### src/rtl/flash_pkg.sv
// flash_pkg: shared definitions for the NOR flash programming slave.
// Holds bus-cycle phase encoding, sequencer states, AMD command bytes,
// default x8 unlock addresses and a helper that picks the next byte lane.
// Optional feature macro used by the design: FLASH_PROG_ERASE_EN.
package flash_pkg;

  localparam int unsigned FLASH_AW_DEF = 22;

  localparam logic [21:0] UNLOCK1_DEF = 22'hAAA;
  localparam logic [21:0] UNLOCK2_DEF = 22'h555;

  localparam logic [7:0] CMD_AA = 8'hAA;
  localparam logic [7:0] CMD_55 = 8'h55;
  localparam logic [7:0] CMD_A0 = 8'hA0;
  localparam logic [7:0] CMD_80 = 8'h80;
  localparam logic [7:0] CMD_30 = 8'h30;
  localparam logic [7:0] CMD_F0 = 8'hF0;

  // Flash pin phases; ST_NEXT/ST_ACK are the sequencer's between-byte and acknowledge steps.
  typedef enum logic [2:0] {
    ST_IDLE      = 3'd0,
    ST_CMD_SETUP = 3'd1,
    ST_CMD_WE    = 3'd2,
    ST_CMD_HOLD  = 3'd3,
    ST_POLL_RD   = 3'd4,
    ST_POLL_CHK  = 3'd5,
    ST_NEXT      = 3'd6,
    ST_ACK       = 3'd7
  } state_e;

  // Top sequencer: SEQ_RUN covers every phase owned by the bus-cycle engine.
  typedef enum logic [1:0] {
    SEQ_IDLE = 2'd0,
    SEQ_RUN  = 2'd1,
    SEQ_NEXT = 2'd2,
    SEQ_ACK  = 2'd3
  } seq_e;

  // Lowest pending byte offset: {valid, offset}. Bit i of pend is byte offset i.
  function automatic logic [2:0] first_pending(input logic [3:0] pend);
    logic [2:0] res;
    res = 3'b000;
    for (int i = 3; i >= 0; i--) begin
      if (pend[i]) res = {1'b1, 2'(i)};
    end
    return res;
  endfunction

endpackage

### src/rtl/flash_bus_cycle.sv
// flash_bus_cycle: one timed flash bus cycle, write or poll read.
// Write: SETUP (1 clk) -> WE low (ws clks) -> HOLD (1 clk).
// Read : OE low (ws clks) -> CHK (1 clk, OE high, data compared by caller).
// Ports: clk_i/rst_i (sync active-high); start_i/rd_i/adr_i/dat_i launch a cycle;
//        done_o is high during HOLD/CHK, where start_i chains the next cycle with
//        no idle clock; flash_*_o are the registered pin values.
module flash_bus_cycle
  import flash_pkg::*;
#(
  parameter int unsigned aw = FLASH_AW_DEF,
  parameter int unsigned ws = 5
) (
  input  logic          clk_i,
  input  logic          rst_i,
  input  logic          start_i,
  input  logic          rd_i,
  input  logic [aw-1:0] adr_i,
  input  logic [7:0]    dat_i,
  output logic          done_o,
  output logic          flash_ce_o,
  output logic          flash_oe_o,
  output logic          flash_we_o,
  output logic          flash_dat_oe_o,
  output logic [aw-1:0] flash_adr_o,
  output logic [7:0]    flash_dat_o
);

  localparam int unsigned CNT_W = (ws > 1) ? $clog2(ws) : 1;

  state_e           phase_q;
  logic [CNT_W-1:0] cnt_q;
  logic             done_q;
  logic             ce_q, oe_q, we_q, dat_oe_q;
  logic [aw-1:0]    adr_q;
  logic [7:0]       dat_q;

  // Phase sequencing and pin registers.
  always_ff @(posedge clk_i) begin
    if (rst_i) begin
      phase_q  <= ST_IDLE;
      cnt_q    <= '0;
      done_q   <= 1'b0;
      ce_q     <= 1'b1;
      oe_q     <= 1'b1;
      we_q     <= 1'b1;
      dat_oe_q <= 1'b0;
      adr_q    <= '0;
      dat_q    <= '0;
    end else begin
      done_q <= 1'b0;
      case (phase_q)
        ST_CMD_SETUP: begin
          phase_q <= ST_CMD_WE;
          we_q    <= 1'b0;
          cnt_q   <= CNT_W'(ws - 1);
        end
        ST_CMD_WE: begin
          if (cnt_q == '0) begin
            phase_q <= ST_CMD_HOLD;
            we_q    <= 1'b1;
            done_q  <= 1'b1;
          end else begin
            cnt_q <= cnt_q - 1'b1;
          end
        end
        ST_POLL_RD: begin
          if (cnt_q == '0) begin
            phase_q <= ST_POLL_CHK;
            oe_q    <= 1'b1;
            done_q  <= 1'b1;
          end else begin
            cnt_q <= cnt_q - 1'b1;
          end
        end
        default: begin
          // IDLE, HOLD and CHK may launch the next cycle back to back; CE stays low.
          if (start_i) begin
            ce_q  <= 1'b0;
            we_q  <= 1'b1;
            adr_q <= adr_i;
            dat_q <= dat_i;
            cnt_q <= CNT_W'(ws - 1);
            if (rd_i) begin
              phase_q  <= ST_POLL_RD;
              oe_q     <= 1'b0;
              dat_oe_q <= 1'b0;
            end else begin
              phase_q  <= ST_CMD_SETUP;
              oe_q     <= 1'b1;
              dat_oe_q <= 1'b1;
            end
          end else begin
            phase_q  <= ST_IDLE;
            ce_q     <= 1'b1;
            oe_q     <= 1'b1;
            we_q     <= 1'b1;
            dat_oe_q <= 1'b0;
          end
        end
      endcase
    end
  end

  assign done_o         = done_q;
  assign flash_ce_o     = ce_q;
  assign flash_oe_o     = oe_q;
  assign flash_we_o     = we_q;
  assign flash_dat_oe_o = dat_oe_q;
  assign flash_adr_o    = adr_q;
  assign flash_dat_o    = dat_q;

endmodule

### src/rtl/flash_prog.sv
// flash_prog: Wishbone slave that programs a byte-wide AMD-style NOR flash.
// A 32-bit write becomes one unlock/program/DQ7-poll sequence per selected byte
// (offset 0..3, big-endian). A read returns {31'b0, err} and clears err.
// Poll timeout sets err, issues F0 @ 0 and abandons the remaining bytes.
// Optional macro FLASH_PROG_ERASE_EN: a write with wb_adr_i[22]=1 erases the
// sector at wb_adr_i[aw-1:0] instead of programming.
// Ports: wb_* Wishbone slave (sync active-high wb_rst_i); flash_* device pins,
//        flash_dat_oe tells the top level to drive flash_dat_o; flash_rst = !wb_rst_i.
module flash_prog
  import flash_pkg::*;
#(
  parameter int unsigned    aw       = FLASH_AW_DEF,
  parameter int unsigned    ws       = 5,
  parameter logic [aw-1:0]  unlock1  = aw'(UNLOCK1_DEF),
  parameter logic [aw-1:0]  unlock2  = aw'(UNLOCK2_DEF),
  parameter logic [15:0]    poll_max = 16'hFFFF
) (
  input  logic        wb_clk_i,
  input  logic        wb_rst_i,
  input  logic [31:0] wb_adr_i,
  input  logic [31:0] wb_dat_i,
  output logic [31:0] wb_dat_o,
  input  logic [3:0]  wb_sel_i,
  input  logic        wb_we_i,
  input  logic        wb_stb_i,
  input  logic        wb_cyc_i,
  output logic        wb_ack_o,
  output logic [31:0] flash_adr_o,
  output logic [7:0]  flash_dat_o,
  input  logic [7:0]  flash_dat_i,
  output logic        flash_dat_oe,
  output logic        flash_ce,
  output logic        flash_oe,
  output logic        flash_we,
  output logic        flash_rst
);

  localparam int unsigned PCNT_W = 24;

  seq_e              state_q;
  logic [2:0]        step_q;
  logic [1:0]        off_q;
  logic [3:0]        pend_q;
  logic [aw-1:0]     adr_q;
  logic [31:0]       dat_q;
  logic              erase_q;
  logic              f0_q;
  logic [PCNT_W-1:0] pcnt_q;
  logic              err_q;
  logic              ack_q;
  logic [31:0]       rdat_q;

  logic              wb_acc_c;
  logic              erase_req_c;
  logic [3:0]        sel_off_c;
  logic [2:0]        first_sel_c;
  logic [2:0]        next_sel_c;
  logic [7:0]        byte_dat_c;
  logic [aw-1:0]     byte_adr_c;
  logic [2:0]        poll_step_c;
  logic [PCNT_W-1:0] limit_c;
  logic              match_c;
  logic              timeout_c;
  logic              start_c;
  logic [2:0]        launch_step_c;
  logic              launch_f0_c;
  logic              cmd_rd_c;
  logic [aw-1:0]     cmd_adr_c;
  logic [7:0]        cmd_dat_c;
  logic              bc_done;
  logic [aw-1:0]     bc_adr;
  logic              unused_c;

  assign wb_acc_c = wb_cyc_i & wb_stb_i;

`ifdef FLASH_PROG_ERASE_EN
  assign erase_req_c = wb_adr_i[22];
`else
  assign erase_req_c = 1'b0;
`endif

  // Byte lanes reordered so bit i is byte offset i (sel[3] is offset 0).
  assign sel_off_c   = {wb_sel_i[0], wb_sel_i[1], wb_sel_i[2], wb_sel_i[3]};
  assign first_sel_c = first_pending(sel_off_c);
  assign next_sel_c  = first_pending(pend_q);

  always_comb begin
    byte_dat_c = dat_q[31:24];
    case (off_q)
      2'd1:    byte_dat_c = dat_q[23:16];
      2'd2:    byte_dat_c = dat_q[15:8];
      2'd3:    byte_dat_c = dat_q[7:0];
      default: byte_dat_c = dat_q[31:24];
    endcase
  end

  assign byte_adr_c  = {adr_q[aw-1:2], off_q};
  assign poll_step_c = erase_q ? 3'd6 : 3'd4;
  assign limit_c     = erase_q ? {poll_max, 8'h00} : {8'h00, poll_max};
  // Erase completes when DQ7 reads 1; program completes when DQ7 equals the programmed bit.
  assign match_c     = flash_dat_i[7] == (erase_q ? 1'b1 : byte_dat_c[7]);
  assign timeout_c   = (pcnt_q + PCNT_W'(1)) == limit_c;

  // Decide which command the bus engine launches this cycle.
  always_comb begin
    start_c       = 1'b0;
    launch_step_c = 3'd0;
    launch_f0_c   = 1'b0;
    case (state_q)
      SEQ_IDLE: start_c = wb_acc_c & wb_we_i & (erase_req_c | first_sel_c[2]);
      SEQ_NEXT: start_c = next_sel_c[2];
      SEQ_RUN: begin
        if (bc_done && !f0_q) begin
          if (step_q != poll_step_c) begin
            start_c       = 1'b1;
            launch_step_c = step_q + 3'd1;
          end else if (!match_c) begin
            start_c       = 1'b1;
            launch_step_c = step_q;
            launch_f0_c   = timeout_c;
          end
        end
      end
      default: start_c = 1'b0;
    endcase
  end

  // Command table; step 0 is AA @ unlock1 for both program and erase.
  always_comb begin
    cmd_rd_c  = 1'b0;
    cmd_adr_c = unlock1;
    cmd_dat_c = CMD_AA;
    if (launch_f0_c) begin
      cmd_adr_c = '0;
      cmd_dat_c = CMD_F0;
    end else if (erase_q) begin
      case (launch_step_c)
        3'd1:    begin cmd_adr_c = unlock2; cmd_dat_c = CMD_55; end
        3'd2:    begin cmd_adr_c = unlock1; cmd_dat_c = CMD_80; end
        3'd3:    begin cmd_adr_c = unlock1; cmd_dat_c = CMD_AA; end
        3'd4:    begin cmd_adr_c = unlock2; cmd_dat_c = CMD_55; end
        3'd5:    begin cmd_adr_c = adr_q;   cmd_dat_c = CMD_30; end
        3'd6:    begin cmd_adr_c = adr_q;   cmd_rd_c  = 1'b1;   end
        default: begin cmd_adr_c = unlock1; cmd_dat_c = CMD_AA; end
      endcase
    end else begin
      case (launch_step_c)
        3'd1:    begin cmd_adr_c = unlock2;    cmd_dat_c = CMD_55;     end
        3'd2:    begin cmd_adr_c = unlock1;    cmd_dat_c = CMD_A0;     end
        3'd3:    begin cmd_adr_c = byte_adr_c; cmd_dat_c = byte_dat_c; end
        3'd4:    begin cmd_adr_c = byte_adr_c; cmd_rd_c  = 1'b1;       end
        default: begin cmd_adr_c = unlock1;    cmd_dat_c = CMD_AA;     end
      endcase
    end
  end

  // Sequencer: accepts accesses only in IDLE, walks bytes, counts polls, acks.
  always_ff @(posedge wb_clk_i) begin
    if (wb_rst_i) begin
      state_q <= SEQ_IDLE;
      step_q  <= '0;
      off_q   <= '0;
      pend_q  <= '0;
      adr_q   <= '0;
      dat_q   <= '0;
      erase_q <= 1'b0;
      f0_q    <= 1'b0;
      pcnt_q  <= '0;
      err_q   <= 1'b0;
      ack_q   <= 1'b0;
      rdat_q  <= '0;
    end else begin
      case (state_q)
        SEQ_IDLE: begin
          if (wb_acc_c) begin
            if (!wb_we_i) begin
              ack_q   <= 1'b1;
              rdat_q  <= {31'b0, err_q};
              err_q   <= 1'b0;
              state_q <= SEQ_ACK;
            end else begin
              adr_q   <= wb_adr_i[aw-1:0];
              dat_q   <= wb_dat_i;
              erase_q <= erase_req_c;
              f0_q    <= 1'b0;
              step_q  <= '0;
              pcnt_q  <= '0;
              if (erase_req_c) begin
                pend_q  <= '0;
                state_q <= SEQ_RUN;
              end else if (first_sel_c[2]) begin
                off_q   <= first_sel_c[1:0];
                pend_q  <= sel_off_c & ~(4'b0001 << first_sel_c[1:0]);
                state_q <= SEQ_RUN;
              end else begin
                ack_q   <= 1'b1;
                state_q <= SEQ_ACK;
              end
            end
          end
        end
        SEQ_RUN: begin
          if (bc_done) begin
            if (f0_q) begin
              ack_q   <= wb_acc_c;
              state_q <= SEQ_ACK;
            end else if (step_q != poll_step_c) begin
              step_q <= launch_step_c;
            end else if (match_c) begin
              state_q <= SEQ_NEXT;
            end else if (timeout_c) begin
              err_q <= 1'b1;
              f0_q  <= 1'b1;
            end else begin
              pcnt_q <= pcnt_q + PCNT_W'(1);
            end
          end
        end
        SEQ_NEXT: begin
          step_q <= '0;
          pcnt_q <= '0;
          if (next_sel_c[2]) begin
            off_q   <= next_sel_c[1:0];
            pend_q  <= pend_q & ~(4'b0001 << next_sel_c[1:0]);
            state_q <= SEQ_RUN;
          end else begin
            // Master may have abandoned the cycle; the flash work still finished.
            ack_q   <= wb_acc_c;
            state_q <= SEQ_ACK;
          end
        end
        default: begin
          ack_q   <= 1'b0;
          state_q <= SEQ_IDLE;
        end
      endcase
    end
  end

  flash_bus_cycle #(
    .aw (aw),
    .ws (ws)
  ) u_bus (
    .clk_i          (wb_clk_i),
    .rst_i          (wb_rst_i),
    .start_i        (start_c),
    .rd_i           (cmd_rd_c),
    .adr_i          (cmd_adr_c),
    .dat_i          (cmd_dat_c),
    .done_o         (bc_done),
    .flash_ce_o     (flash_ce),
    .flash_oe_o     (flash_oe),
    .flash_we_o     (flash_we),
    .flash_dat_oe_o (flash_dat_oe),
    .flash_adr_o    (bc_adr),
    .flash_dat_o    (flash_dat_o)
  );

  assign flash_adr_o = {{(32 - aw){1'b0}}, bc_adr};
  assign flash_rst   = ~wb_rst_i;
  assign wb_ack_o    = ack_q;
  assign wb_dat_o    = rdat_q;

  assign unused_c = ^wb_adr_i[31:aw];

endmodule

### config.mk
export PLATFORM = sky130hd
export DESIGN_NAME = flash_prog
export DESIGN_NICKNAME = d
export VERILOG_FILES = /design/src/rtl/flash_pkg.sv /design/src/rtl/flash_bus_cycle.sv /design/src/rtl/flash_prog.sv
export SDC_FILE = /design/constraint.sdc
export NUM_CORES = 1
export LEC_CHECK = 0
export ABC_AREA = 1
export ABC_CLOCK_PERIOD_IN_PS = 6400
export BUFFER_PORTS_ARGS = -buffer_cell sky130_fd_sc_hd__buf_2
export CORE_AREA = 3 3 93 161
export DETAILED_ROUTE_END_ITERATION = 10
export DIE_AREA = 0 0 96 164
export HOLD_SLACK_MARGIN = 0.06
export PLACE_DENSITY = 0.78
export SYNTH_ARGS = -nofsm -noshare
export SYNTH_HDL_FRONTEND = slang
export SYNTH_SLANG_ARGS = --single-unit
### constraint.sdc
create_clock -name wb_clk_i -period 6.4 [get_ports wb_clk_i]
set_clock_uncertainty 0.1 [all_clocks]
set_input_delay 0.32 -clock wb_clk_i [delete_from_list [all_inputs] [get_ports wb_clk_i]]
set_output_delay 0.32 -clock wb_clk_i [all_outputs]
set_load 0.005 [all_outputs]
==> results by group, run 1 <==
Pwr
  – Leak: 3.600 nW
  – P per Cell Area: 335.2 nW/um^2
  – Switching share of power: 33.66%
  – Peak supply drop: 220.6 uV
  – Sequential power share: 35.8%
  – Clock Power Share: 37.4%
  – P_int: 0.001832 W
  – Comb pwr share: 26.8%
  – Switch Pwr: 0.0009295 W

Layout
  – Commonest non-fill, non-tap cell in the layout: nand2_1
  – N_diodes: 0
  – Most frequent cells in the layout: nand2_1 (207), nor2_1 (146), dfxtp_1 (132), buf_2 (98), a21oi_1 (91)
  – P&R area growth vs syn: 20.92%
  – Total Nets Final: 1191
  – Finished Cell Area: 8237 sq um
  – Share of cells above drive strength 1: 14.82%

STA
  – Fin crit share: 53.23%
  – Worst-Margin Slew: 0.9241 ns
  – Final min period: 3.407 ns
  – Fin. Hold Viols: 0
  – Final setup vio count: 0
  – Slew Limit Headroom: 37.82%
  – RSZ-0062 raised after global routing: no
  – Max-slew violations: 0
  – Setup TNS Final: 0 ns
  – Fmax: 293.5 MHz

Clock network
  – CTS root buffer: clkbuf_16
  – Cts bufs inserted: 17
  – H-tree depth: 4
  – CTS tree: built
  – Clock Tree Buf Depth: 2
  – Reg clk slew, reported paths: 0.06 ns
  – Clk_lat worst skew: 0.41 ns
  – Post-CTS sizing: 0
  – CTS Sinks: 132

Route
  – WL final: 18130 um
  – WL/cell: 14.06 um
  – 1st-iter DRT viols: 375
  – DRT Pass-1 Iters: 5
  – DRC violations left: 0
  – DR vias/cell: 5.273
  – Routed Antenna Nets: 0
  – Via count: 6802

Floorplanning
  – Core ar.: 13910 sq um
  – Num ports: 159
  – Die area: 15740 sq um
  – Chip Height: 164 um
  – Num rows: 57
  – Die outline width: 96 um
  – Initial core utilization: 48.98%

Synthesis
  – Synth cell types: 51
  – Seq/Total Area, Yosys: 38.80%
  – Ys async rst share: 0%
  – Post-Synthesis Cell Area: 6812 sq um
  – Post-Syn Instances: 982
  – Yosys top cell by area: dfxtp_1
  – Top_reg_cell synth: dfxtp_1
  – Top post-synthesis cells by area: dfxtp_1 (39%), nand2_1 (11%), nor2_1 (8.1%), a21oi_1 (6.7%), o21ai_0 (5.1%)
  – Avg Cell Area, Syn: 6.936 sq um
  – Syn. warnings: 0
  – EDFF count, synth: 0
  – Top cell type's share of synthesized area: 38.80%
  – Synthesized flop and latch total: 132

Placement
  – Dpl hpwl: 12200 um
  – GPL Wtd Cong: 0.9006
  – Buffers on Ports: 98
  – Post-DP Area: 7191 sq um

GRT
  – Vias in the first global route: 6501
  – Global-route wire length before repair: 29700 um
  – Largest net degree at the start of global routing: 60
  – Initial antenna violation count: 0
  – Remaining Overflow, GRT: 0
  – GRT Overall Usage: 23.67%

Worst setup path
  – WP buf/inv: 4
  – Crit-path slowest cell: nor2_4
  – CP arrival: 3.58 ns
  – Largest delay contributor family on the critical path: simple AND/OR/NAND/NOR gates
  – Required @ worst endpoint: 6.57 ns
  – Most frequent CP cell: nand2_1
  – CP Max Fanout: 35
  – Worst setup path class: reg -> reg
  – CP cell instances: inv_1 -> ha_1 -> inv_1 -> nor2_1 -> nand2_1 -> inv_1 -> nand2_1 -> nand3_1 -> nand2_1 -> nor2_4 -> inv_2 -> nand2_1 -> a21oi_1
  – Startpoint types: flop
  – Crit end category: flop
  – Max stage delay on crit path: 0.63 ns

Run status
  – Status: finished clean

Min path
  – Hold Crit Class: in -> reg

Run
  – Maxcap violations: 0
## per-layer routing
metal	vias up	GRT usage [%]	wire, um
met1	3096	25.10	6638
met3	61	3.896	903
met5	-	0	0
met2	270	43.06	9672
li1	3375	-	-
met4	0	12.89	920
## final timing paths
path,start,to,slack (ns),cells after the start
worst max-delay path,state_q[1],u_bus.flash_adr_o[3],2.99,13
worst max register to register,state_q[1],u_bus.flash_adr_o[3],2.99,13
worst min register to register,wb_ack_o,wb_ack_o,0.35,2
worst min-delay path,wb_adr_i[12],adr_q[12],0.06,3
## synth_stat cells (all sizes together) (2+ instances only)
cell type  number
a21oi          92
a221oi          6
a22o            3
and2            2
buf            57
clkbuf         28
dfxtp         132
ha             10
inv            80
nand2         212
nand3          45
nand3b         13
nand4          26
nor2          160
nor3           11
nor4            2
o211ai          3
o21a            2
o21ai          73
or2             3
xnor2           3
xor2            6
## sequential cells by signal, summed over array words and instances (netlist names), 2 cells and up
register / cells
dat_q: 32
pcnt_q: 24
u_bus.flash_adr_o: 22
adr_q: 20
u_bus.flash_dat_o: 8
pend_q: 4
step_q: 3
u_bus.cnt_q: 3
u_bus.phase_q: 3
off_q: 2
state_q: 2
## final cells by class
class | count | area [sq um]
Clock buffer | 21 | 450.4
Clock inverter | 11 | 175.2
Fill cell | 1248 | 5670
Inverter | 81 | 305.3
Multi-Input combinational cell | 724 | 3501
Sequential cell | 132 | 2643
Tap cell | 177 | 221.5
Timing Repair Buffer | 144 | 940.9
## power groups by stage
| stage | logic, W | clock network (W) | registers (W) |
|---|---|---|---|
| CTS | 0.000733 | 0.00104 | 0.000987 |
| global route | 0.000840 | 0.00108 | 0.000998 |
| floorplan | 0.000570 | 0 | 0.000986 |
| finish | 0.000741 | 0.00103 | 0.000988 |
| global placement | 0.000699 | 0 | 0.000999 |
| detailed placement | 0.000706 | 0 | 0.00100 |
## repair_timing
action / in CTS / in global routing
setup buffers: 0 / 0
setup endpoints to repair: 0 / 0
hold buffers: 42 / 0
hold endpoints to repair: 42 / 0
## kinds of logic (layout without fill, tap and decap cells)
logic type               count (synthesis)  count (layout)  synth area share, %
other                                    1              41              0.05505
XOR/XNOR                                 9               9                1.157
buffers and inverters                  166             257                12.05
AND/OR/NAND/NOR                        477             477                30.91
AO/OA/AOI/OAI                          187             187                15.19
adder cells (fa/ha/maj)                 10              10                1.837
flip-flops                             132             132                38.79
## per-stage QoR
step / total power [W] / hold WS, ns / worst slack, ns / util, % / std cells
after floorplan: 0.001556 / 0.3297 / 4.157 / - / 1022
after CTS: 0.002765 / 0.06262 / 3.000 / 59.23 / 1290
after detailed placement: 0.001709 / 0.3437 / 3.074 / 51.70 / 1216
final: 0.002761 / 0.06133 / 2.993 / 59.23 / 1290
after global placement: 0.001697 / 0.3390 / 3.109 / 51.70 / 1216
after global routing: 0.002917 / 0.07228 / 2.653 / 59.23 / 1290
## worst reg2reg max path, delay by kind of cell, from the launching register on
family	cells	cell delay [ns]
and+or+nand+nor	7	1.39
adders and majority gates	1	0.40
buffers and inverters	4	0.96
AOI/OAI and AO/OA	1	0.09
DFF	1	0.33
(Power assumes the default switching activity.)
==> run 2, diff against run 1 <==
- ABC_CLOCK_PERIOD_IN_PS: 6400 -> 3400
- clock period: 6.4 -> 3.4 ns (I/O delays scaled with it)
==> run 2 against run 1 <==
  * Combinational power grew 96%
  * Critical path depth shrank 2
  * Clock power up 82%
  * Final area increased by 2.4%
  * Maximum frequency grew 24%
  * Highest routed layer unchanged
==> results by group, run 2 (same netlist as run 1, synthesis figures left out) <==
Layout
  – Most frequent cells in the layout: nand2_1 (207), nor2_1 (146), dfxtp_1 (132), buf_2 (98), a21oi_1 (91)
  – Post-route insts no fill: 1314
  – P&R area growth vs syn: 23.79%
  – Area occupied by multi-input gates: 3501 sq um
  – Register area: 2643 sq um
  – N_diodes: 0
  – Share of cells above drive strength 1: 15.48%
  – Filler cell count: 1206
  – Biggest register: dat_q
  – Total Nets Final: 1215
  – Commonest non-fill, non-tap cell in the layout: nand2_1
  – Largest register FFs: 32

Clock network
  – Clk_lat worst skew: 0.42 ns
  – CTS tree: built
  – H-tree depth: 4
  – Clock Tree Buf Depth: 2
  – CTS root buffer: clkbuf_16
  – CTS Sinks: 132
  – Cts bufs inserted: 17
  – Reg clk slew, reported paths: 0.06 ns

Worst setup path
  – Largest delay contributor family on the critical path: compound AO/OA/AOI/OAI gates
  – Critical path depth: 11
  – Startpoint types: flop
  – Crit-path slowest cell: o21ai_2
  – WP buf/inv: 2
  – Max stage delay on crit path: 0.58 ns
  – Required @ worst endpoint: 3.64 ns
  – CP Max Fanout: 16
  – CP arrival: 3.00 ns
  – Crit end category: flop
  – Reg2reg end: u_bus.flash_adr_o[14]
  – Reg-to-reg startpoint: off_q[0]
  – Most frequent CP cell: nand2_1
  – CP cell instances: inv_1 -> o21bai_1 -> nand3_1 -> nand2_1 -> nand2_1 -> nand3_2 -> nand4_2 -> o21ai_2 -> buf_4 -> nand4_1 -> a21oi_1
  – Worst setup path class: reg -> reg
  – Worst r2r path cells: 11
  – CP Launch Point: off_q[0]
  – Worst setup path endpoint: u_bus.flash_adr_o[14]
  – FF-to-FF setup slack: 0.64 ns

Floorplanning
  – Num ports: 159
  – Die outline width: 96 um
  – Num rows: 57
  – Chip Height: 164 um
  – Die area: 15740 sq um
  – Initial core utilization: 48.98%
  – Core ar.: 13910 sq um

Pwr
  – Peak supply drop: 459.6 uV
  – Switch Pwr: 0.001812 W
  – Comb pwr share: 28.0%
  – Sequential power share: 35.9%
  – Clock Power Share: 36.1%
  – P per Cell Area: 613.7 nW/um^2
  – Switching share of power: 35.01%
  – P_int: 0.003363 W
  – Leak: 3.700 nW

STA
  – RSZ-0062 raised after global routing: no
  – Max-slew violations: 0
  – Fin worst setup slack: 0.6429 ns
  – Final setup vio count: 0
  – Setup TNS Final: 0 ns
  – Fin. Hold Viols: 0
  – Fmax: 362.7 MHz
  – Final min period: 2.757 ns
  – Worst-Margin Slew: 0.9191 ns
  – Slew Limit Headroom: 38.73%
  – Fin crit share: 81.09%

Placement
  – Buffers on Ports: 98
  – Dpl hpwl: 12220 um
  – GPL Wtd Cong: 0.9274
  – Dpl ws: 0.6923 ns
  – Placed insts: 1224

GRT
  – Global-route wire length before repair: 31160 um
  – Vias in the first global route: 6740
  – Largest net degree at the start of global routing: 69
  – Remaining Overflow, GRT: 0
  – GRT Overall Usage: 24.73%
  – Initial antenna violation count: 0

Route
  – WL/cell: 14.19 um
  – 1st-iter DRT viols: 432
  – Via count: 6987
  – DRT Pass-1 Iters: 5
  – DRC violations left: 0
  – Routed Antenna Nets: 0
  – DR vias/cell: 5.317
  – WL final: 18650 um

Run
  – Maxcap violations: 0

Run status
  – Status: finished clean

Min path
  – Hold Crit Class: in -> reg
run 2: how the worst min path moves through the flow:
stage | start | end | slack, ns | cells past startpoint
6_report | wb_stb_i | wb_dat_o[0] | 0.09 | 4
5_1_grt | wb_cyc_i | wb_dat_o[0] | 0.12 | 4
4_1_cts | wb_stb_i | wb_dat_o[0] | 0.1 | 4
3_5_place_dp | wb_dat_i[13] | dat_q[13] | 0.30 | 3
3_3_place_gp | wb_dat_i[5] | dat_q[5] | 0.29 | 3
2_1_floorplan | wb_adr_i[10] | adr_q[10] | 0.20 | 2
run 2: per-stage QoR:
step	hold WS (ns)	instance area, sq um	power (W)	util, %
3_3_place_gp	0.2921	7251	0.003225	52.14
4_1_cts	0.09674	8432	0.005174	60.63
3_5_place_dp	0.2951	7251	0.003254	52.14
2_1_floorplan	0.2049	6962	0.002929	-
5_1_grt	0.1164	8432	0.005484	60.63
6_report	0.09186	8432	0.005174	60.63
run 2: tightest hold or removal path, delay by kind of cell:
family                 cells  cell delay, ns
buffers and inverters      2            0.19
AOI/OAI and AO/OA          1            0.11
and+or+nand+nor            1            0.08
run 2: routing by layer:
metal  GRT usage (%)  up-vias  wire length [um]
li1                -     3409                 -
met1           27.09     3201              6785
met2           42.62      302              9768
met3           5.545       75              1037
met4           14.31        0              1056
met5               0        -                 0
run 2: power by group through the flow:
stage	Combinational, W	Sequential (W)	Clock, W
detailed placement	0.00137	0.00189	0
floorplan	0.00107	0.00186	0
global route	0.00165	0.00188	0.00196
CTS	0.00143	0.00186	0.00188
finish	0.00145	0.00186	0.00187
global placement	0.00134	0.00188	0
run 2: layout make-up:
cell class | count | share of cell area, %
well taps | 177 | 2.626
flip-flops and latches | 132 | 31.34
multi-input cells | 724 | 41.52
clock inverters | 14 | 1.914
inverters | 81 | 3.621
repair buffers | 168 | 13.77
clock buffers | 18 | 5.208
run 2: timing repair:
| action | CTS | global route |
|---|---|---|
| gates resized for setup | 0 | 0 |
| setup buffers | 0 | 0 |
| endpoints found under the hold margin | 57 | 0 |
| hold buffers | 58 | 0 |
